$ cat config.mk
export PLATFORM = sky130hd
export DESIGN_NAME = fp_mult_pipe
export DESIGN_NICKNAME = d
export VERILOG_FILES = /design/src/rtl/fp_mult_pipe.sv
export SDC_FILE = /design/constraint.sdc
export NUM_CORES = 2
export LEC_CHECK = 0
export CAP_MARGIN = 5
export CORE_MARGIN = 5
export CORE_UTILIZATION = 65
export DETAILED_ROUTE_END_ITERATION = 10
export PLACE_DENSITY = 0.84
export SKIP_LAST_GASP = 1
export SLEW_MARGIN = 10
export SYNTH_ARGS = -nofsm -noshare
export SYNTH_HDL_FRONTEND = slang
export SYNTH_SLANG_ARGS = --single-unit
$ cat constraint.sdc
create_clock -name clk -period 12.05 [get_ports clk]
set_clock_uncertainty 0.05 [all_clocks]
set_input_delay 2.41 -clock clk [delete_from_list [all_inputs] [get_ports clk]]
set_output_delay 2.41 -clock clk [all_outputs]
set_load 0.03 [all_outputs]
$ cat src/rtl/fp_mult_pipe.sv
// fp_mult_pipe: 3-stage pipelined floating-point multiplier (unpack / multiply / normalise-round-pack).
// Define FP_MULT_RNE_EN for round-to-nearest-even; otherwise truncate with saturating overflow.
module fp_mult_pipe #(
    parameter int EXP_W = 8,
    parameter int MAN_W = 23
) (
    input  logic                 clk,
    input  logic                 rst_n,
    input  logic                 in_valid,
    output logic                 in_ready,
    input  logic [EXP_W+MAN_W:0] in_a,
    input  logic [EXP_W+MAN_W:0] in_b,
    output logic                 out_valid,
    input  logic                 out_ready,
    output logic [EXP_W+MAN_W:0] out_p,
    output logic [3:0]           out_flags
);
    localparam int W   = 1 + EXP_W + MAN_W;
    localparam int SW  = MAN_W + 1;
    localparam int PW  = 2 * SW;
    localparam int EXW = EXP_W + 2;
    localparam logic signed [EXW-1:0] BIAS = EXW'((1 << (EXP_W - 1)) - 1);
    localparam logic signed [EXW-1:0] EMAX = EXW'((1 << EXP_W) - 1);
    localparam logic [W-1:0] QNAN = {1'b0, {EXP_W{1'b1}}, 1'b1, {(MAN_W-1){1'b0}}};

    logic s1_v, s2_v, s3_v;
    logic advance;

    // One global stall: every stage holds while the output is blocked.
    assign advance   = ~(s3_v & ~out_ready);
    assign in_ready  = advance;
    assign out_valid = s3_v;

    // ---------------- S1: unpack / classify ----------------
    logic             sa, sb;
    logic [EXP_W-1:0] ea, eb;
    logic [MAN_W-1:0] fa, fb;

    assign {sa, ea, fa} = in_a;
    assign {sb, eb, fb} = in_b;

    logic a_zero, b_zero, a_inf, b_inf, a_nan, b_nan, a_snan, b_snan;
    logic u_sign, u_inv_op;

    assign a_zero   = (ea == '0);
    assign b_zero   = (eb == '0);
    assign a_inf    = (ea == '1) && (fa == '0);
    assign b_inf    = (eb == '1) && (fb == '0);
    assign a_nan    = (ea == '1) && (fa != '0);
    assign b_nan    = (eb == '1) && (fb != '0);
    assign a_snan   = a_nan & ~fa[MAN_W-1];
    assign b_snan   = b_nan & ~fb[MAN_W-1];
    assign u_sign   = sa ^ sb;
    assign u_inv_op = (a_inf & b_zero) | (b_inf & a_zero);

    logic                  u_spec;
    logic [W-1:0]          u_spec_p;
    logic [3:0]            u_spec_f;
    logic signed [EXW-1:0] u_exp;

    // Subnormals are classified as zero here, so FTZ falls out of the zero case.
    always_comb begin
        u_spec   = 1'b0;
        u_spec_p = '0;
        u_spec_f = 4'b0000;
        if (a_nan | b_nan | u_inv_op) begin
            u_spec   = 1'b1;
            u_spec_p = QNAN;
            u_spec_f = {a_snan | b_snan | u_inv_op, 3'b000};
        end else if (a_inf | b_inf) begin
            u_spec   = 1'b1;
            u_spec_p = {u_sign, {EXP_W{1'b1}}, {MAN_W{1'b0}}};
        end else if (a_zero | b_zero) begin
            u_spec   = 1'b1;
            u_spec_p = {u_sign, {(W-1){1'b0}}};
        end
    end

    assign u_exp = $signed({2'b00, ea}) + $signed({2'b00, eb}) - BIAS;

    logic                  s1_sign;
    logic signed [EXW-1:0] s1_exp;
    logic [SW-1:0]         s1_sig_a, s1_sig_b;
    logic                  s1_spec;
    logic [W-1:0]          s1_spec_p;
    logic [3:0]            s1_spec_f;

    logic                  s2_sign;
    logic signed [EXW-1:0] s2_exp;
    logic [PW-1:0]         s2_prod;
    logic                  s2_spec;
    logic [W-1:0]          s2_spec_p;
    logic [3:0]            s2_spec_f;

    always_ff @(posedge clk or negedge rst_n) begin
        if (!rst_n) begin
            s1_v <= 1'b0;
            s2_v <= 1'b0;
            s3_v <= 1'b0;
        end else if (advance) begin
            s1_v <= in_valid;
            s2_v <= s1_v;
            s3_v <= s2_v;
        end
    end

    always_ff @(posedge clk or negedge rst_n) begin
        if (!rst_n) begin
            s1_sign   <= 1'b0;
            s1_exp    <= '0;
            s1_sig_a  <= '0;
            s1_sig_b  <= '0;
            s1_spec   <= 1'b0;
            s1_spec_p <= '0;
            s1_spec_f <= 4'b0000;
        end else if (advance && in_valid) begin
            s1_sign   <= u_sign;
            s1_exp    <= u_exp;
            s1_sig_a  <= {1'b1, fa};
            s1_sig_b  <= {1'b1, fb};
            s1_spec   <= u_spec;
            s1_spec_p <= u_spec_p;
            s1_spec_f <= u_spec_f;
        end
    end

    // ---------------- S2: significand multiply ----------------
    always_ff @(posedge clk or negedge rst_n) begin
        if (!rst_n) begin
            s2_sign   <= 1'b0;
            s2_exp    <= '0;
            s2_prod   <= '0;
            s2_spec   <= 1'b0;
            s2_spec_p <= '0;
            s2_spec_f <= 4'b0000;
        end else if (advance && s1_v) begin
            s2_sign   <= s1_sign;
            s2_exp    <= s1_exp;
            s2_prod   <= PW'(s1_sig_a) * PW'(s1_sig_b);
            s2_spec   <= s1_spec;
            s2_spec_p <= s1_spec_p;
            s2_spec_f <= s1_spec_f;
        end
    end

    // ---------------- S3: normalise / round / pack ----------------
    logic [PW-1:0]         norm;
    logic [SW-1:0]         mant;
    logic                  guard, sticky, round_up, carry, inexact, ovf, unf;
    logic [SW:0]           mant_r;
    logic [MAN_W-1:0]      mant_f;
    logic signed [EXW-1:0] e_n, e_f;

    assign norm   = s2_prod[PW-1] ? s2_prod : {s2_prod[PW-2:0], 1'b0};
    assign mant   = norm[PW-1 -: SW];
    assign guard  = norm[PW-1-SW];
    assign sticky = |norm[PW-2-SW:0];
    assign e_n    = s2_exp + $signed({{(EXW-1){1'b0}}, s2_prod[PW-1]});

`ifdef FP_MULT_RNE_EN
    assign round_up = guard & (sticky | mant[0]);
`else
    assign round_up = 1'b0;
`endif

    assign mant_r  = {1'b0, mant} + {{SW{1'b0}}, round_up};
    assign carry   = mant_r[SW];
    assign mant_f  = carry ? mant_r[SW-1:1] : mant_r[MAN_W-1:0];
    assign e_f     = e_n + $signed({{(EXW-1){1'b0}}, carry});
    assign inexact = guard | sticky;
    assign ovf     = ~e_f[EXW-1] & (e_f >= EMAX);
    assign unf     = e_f[EXW-1] | (e_f == '0);

    logic [W-1:0] res_p;
    logic [3:0]   res_f;

    always_comb begin
        res_p = {s2_sign, e_f[EXP_W-1:0], mant_f};
        res_f = {3'b000, inexact};
        if (s2_spec) begin
            res_p = s2_spec_p;
            res_f = s2_spec_f;
        end else if (ovf) begin
`ifdef FP_MULT_RNE_EN
            res_p = {s2_sign, {EXP_W{1'b1}}, {MAN_W{1'b0}}};
`else
            res_p = {s2_sign, {(EXP_W-1){1'b1}}, 1'b0, {MAN_W{1'b1}}};
`endif
            res_f = 4'b0101;
        end else if (unf) begin
            res_p = {s2_sign, {(W-1){1'b0}}};
            res_f = 4'b0011;
        end
    end

    always_ff @(posedge clk or negedge rst_n) begin
        if (!rst_n) begin
            out_p     <= '0;
            out_flags <= 4'b0000;
        end else if (advance && s2_v) begin
            out_p     <= res_p;
            out_flags <= res_f;
        end
    end

endmodule

==> impl_metrics.env <==
export IMPL_status="complete, no violations"
export IMPL_critPathCaptureType="flop"
export IMPL_grt_pass1_vias=22100
export IMPL_num_rows=73
export IMPL_syn_area_um2=26300
export IMPL_cp_required_ns=12.35
export IMPL_syn_num_nets=3603
export IMPL_synth_cells=2861
export IMPL_worst_pin_slew_ns=1.20
export IMPL_antenna_found_initial=2
export IMPL_critPathLaunch="s1_sig_a[20]"
export IMPL_gp_congestion=0.964
export IMPL_grt_use_met2_pct=53.9
export IMPL_grt_usage_pct=32.4
export IMPL_ff2ff_setup_slack_ns=4.35
export IMPL_antenna_left=0
export IMPL_critical_path_class="flop to flop"
export IMPL_min_from="out_flags[3]"
export IMPL_clock_latency_ns=0.48
export IMPL_fp_dieH_um=211
export IMPL_drc=0
export IMPL_clk_path_buf_depth=2
export IMPL_cts_hold_buf=0
export IMPL_met1_usage_pct=40.6
export IMPL_avgSynthCellArea_um2=9.19
export IMPL_synth_compound_area_share_pct=6.66
export IMPL_multiInputGateArea_um2=19400
export IMPL_drv_slew=0
export IMPL_top_usage_layer="met2"
export IMPL_setup_worst_path_start_class="flop"
export IMPL_clk_pin_slew_worst_paths_ns=0.08
export IMPL_synth_area_mux_share_pct=3.09
export IMPL_fin_tns_setup_ns=0
export IMPL_worstPathMaxFanout=25
export IMPL_drv_cap=0
export IMPL_cts_num_sinks=166
export IMPL_async_flop_share_pct=100
export IMPL_grt_max_degree=85
export IMPL_ys_top_cells_by_area="fa_1 (37%), dfrtp_1 (16%), ha_1 (9.1%), inv_1 (8.2%), and2_1 (6.9%)"
export IMPL_synth_top_family_by_area="adder cells"
export IMPL_synth_main_ff_cell="dfrtp_1"
export IMPL_io_pin_count=106
export IMPL_period_needed_ns=7.70
export IMPL_hp_class="flop to flop"
export IMPL_grt_overflow_total=0
export IMPL_syn2layout_area_growth_pct=7.09
export IMPL_regToRegStartpoint="s1_sig_a[20]"
export IMPL_vias=20000
export IMPL_fillers=2866
export IMPL_cts_tree="built"
export IMPL_setup_viol=0
export IMPL_drt_iter0_drc=1743
export IMPL_routed_via_density=5.90
export IMPL_rsz0062_at_grt="no"
export IMPL_worst_ep_arrival_time_ns=8.00
export IMPL_initial_core_util_pct=65.9
export IMPL_grt_pass1_wl_mm=114
export IMPL_synth_xor_area_share_pct=1.80
export IMPL_place_area_um2=27600
export IMPL_slew_headroom_pct=19.7
export IMPL_portBuffers=105
export IMPL_fmax_mhz=130
export IMPL_met3_usage_pct=5.66
export IMPL_synth_top_area_cell="fa_1"
export IMPL_synthAdderAreaFrac_pct=45.9
export IMPL_wl_mm=68.6
export IMPL_cts_resized=0
export IMPL_synth_edf_count=0
export IMPL_die_x_um=211
export IMPL_drive_gt1_share_pct=4.05
export IMPL_numCtsBuffers=17
export IMPL_ys_ff_latch=166
export IMPL_coreArea_um2=39900
export IMPL_cts_max_level=4
export IMPL_stdcell_area_um2=28200
export IMPL_cts_setup_buffers=0
export IMPL_hold_viol=0
export IMPL_die_area_um2=44600
export IMPL_yosysUniqueCellTypes=63
export IMPL_yosysSeqAreaShare_pct=15.8
export IMPL_dpl_hpwl_mm=53.2
export IMPL_yosys_area_share_simple_pct=16.4
export IMPL_regArea_um2=4150
export IMPL_period_share_pct=63.9
export IMPL_post_synth_top_area_fraction_pct=36.8
export IMPL_cts_root_buf="clkbuf_16"
export IMPL_wire_per_inst_um=20.2
export IMPL_fin_nets=3593
export IMPL_firstDrtPassIters=6
export IMPL_yosys_warnings=0
[per-stage QoR]
| step | hold slack (ns) | utilization, % | instances | setup WS [ns] |
|---|---|---|---|---|
| 3_5_place_dp | 0.401 | 69.1 | 3357 | 4.59 |
| 3_3_place_gp | 0.400 | 69.1 | 3357 | 4.72 |
| 4_1_cts | 0.427 | 70.5 | 3389 | 4.57 |
| 2_1_floorplan | 0.383 | - | 2861 | 5.37 |
| 6_report | 0.425 | 70.5 | 3390 | 4.35 |
| 5_1_grt | 0.449 | 70.5 | 3390 | 4.20 |
[Yosys cell counts, drive strengths merged (15+ instances only)]
master	instances
a21o	28
a21oi	70
and2	290
clkbuf	139
dfrtp	166
fa	483
ha	191
inv	572
mux2	50
mux2i	25
nand2	460
nand3	19
nand4	23
nor2	39
nor3	15
nor4	21
o21ai	98
xnor2	31
xor2	23
[cell families after synthesis]
group           Yosys count
simple gates            894
buf+inv                 723
fa+ha+maj               674
compound gates          275
flops                   166
mux                      75
xor+xnor                 54
[layer usage]
metal / vias to the layer above / routed length [um]
li1: 8674 / -
met1: 10000 / 24900
met2: 977 / 33600
met3: 327 / 5420
met4: 2 / 4760
met5: - / 13
[placed cells by master, fill, tap and decap left out, drive strengths merged, types with 3 or more instances in the layout]
cell type,count
o211ai,5
a21o,28
a211o,4
o21bai,14
nand3,19
fa,483
xnor2,31
a221o,6
and4,3
nor4,21
dfrtp,166
a31oi,13
nor2b,5
nor2,39
a221oi,5
clkinv,4
nand2,460
ha,191
and2,290
mux2i,25
mux2,50
inv,580
nor3,15
o21a,5
nand2b,4
a211oi,6
xor2,23
o21ai,98
a21oi,70
nand4,23
and3,7
o31ai,4
clkbuf,18
clkdlybuf4s50,104
buf,18
[worst max-delay path, cell delays in order, from the launching register on]
cell and delay (ns):
dfrtp_1 1.11, and2_1 0.29, fa_1 0.45, fa_1 0.56
inv_1 0.06, fa_1 0.50, fa_1 0.51, inv_1 0.05
fa_1 0.50, fa_1 0.50, inv_1 0.05, fa_1 0.53
inv_1 0.06, ha_1 0.38, a21o_1 0.22, a21o_1 0.19
a211oi_1 0.29, o21ai_0 0.22, a31oi_1 0.22, o21ai_1 0.20
a21oi_2 0.26, nor4_1 0.08, a211o_1 0.26
[state kept, by name, summed over array words and instances (netlist names), 3 cells and up]
signal / cells
s2_spec_p: 3
s1_sig_b: 23
out_flags: 4
s2_exp: 10
out_p: 32
s1_exp: 10
s1_spec_p: 3
s1_sig_a: 24
s2_prod: 48
[path summary, 6_finish.rpt]
path / endpoint / depth (start not counted)
max: s2_prod[41] / 22
min: out_flags[3] / 2
max reg2reg: s2_prod[41] / 22
min reg2reg: out_flags[3] / 2
max in group asynchronous: s2_prod[3] / 2
min in group asynchronous: out_flags[2] / 1
[cell type report]
type                       instances  share of cell area, %
multi-input combinational       1972                   69.0
sequential                       166                   14.8
clock buffer                      18                   1.56
inverter                         572                   7.63
timing repair buffer             122                   4.19
clock inverter                    14                  0.493
tap                              525                   2.33
antenna                            1                0.00889
Power is left out: the tool's default activity adds up to more than one toggle a clock period on the data nets, which glitch-free logic cannot reach.
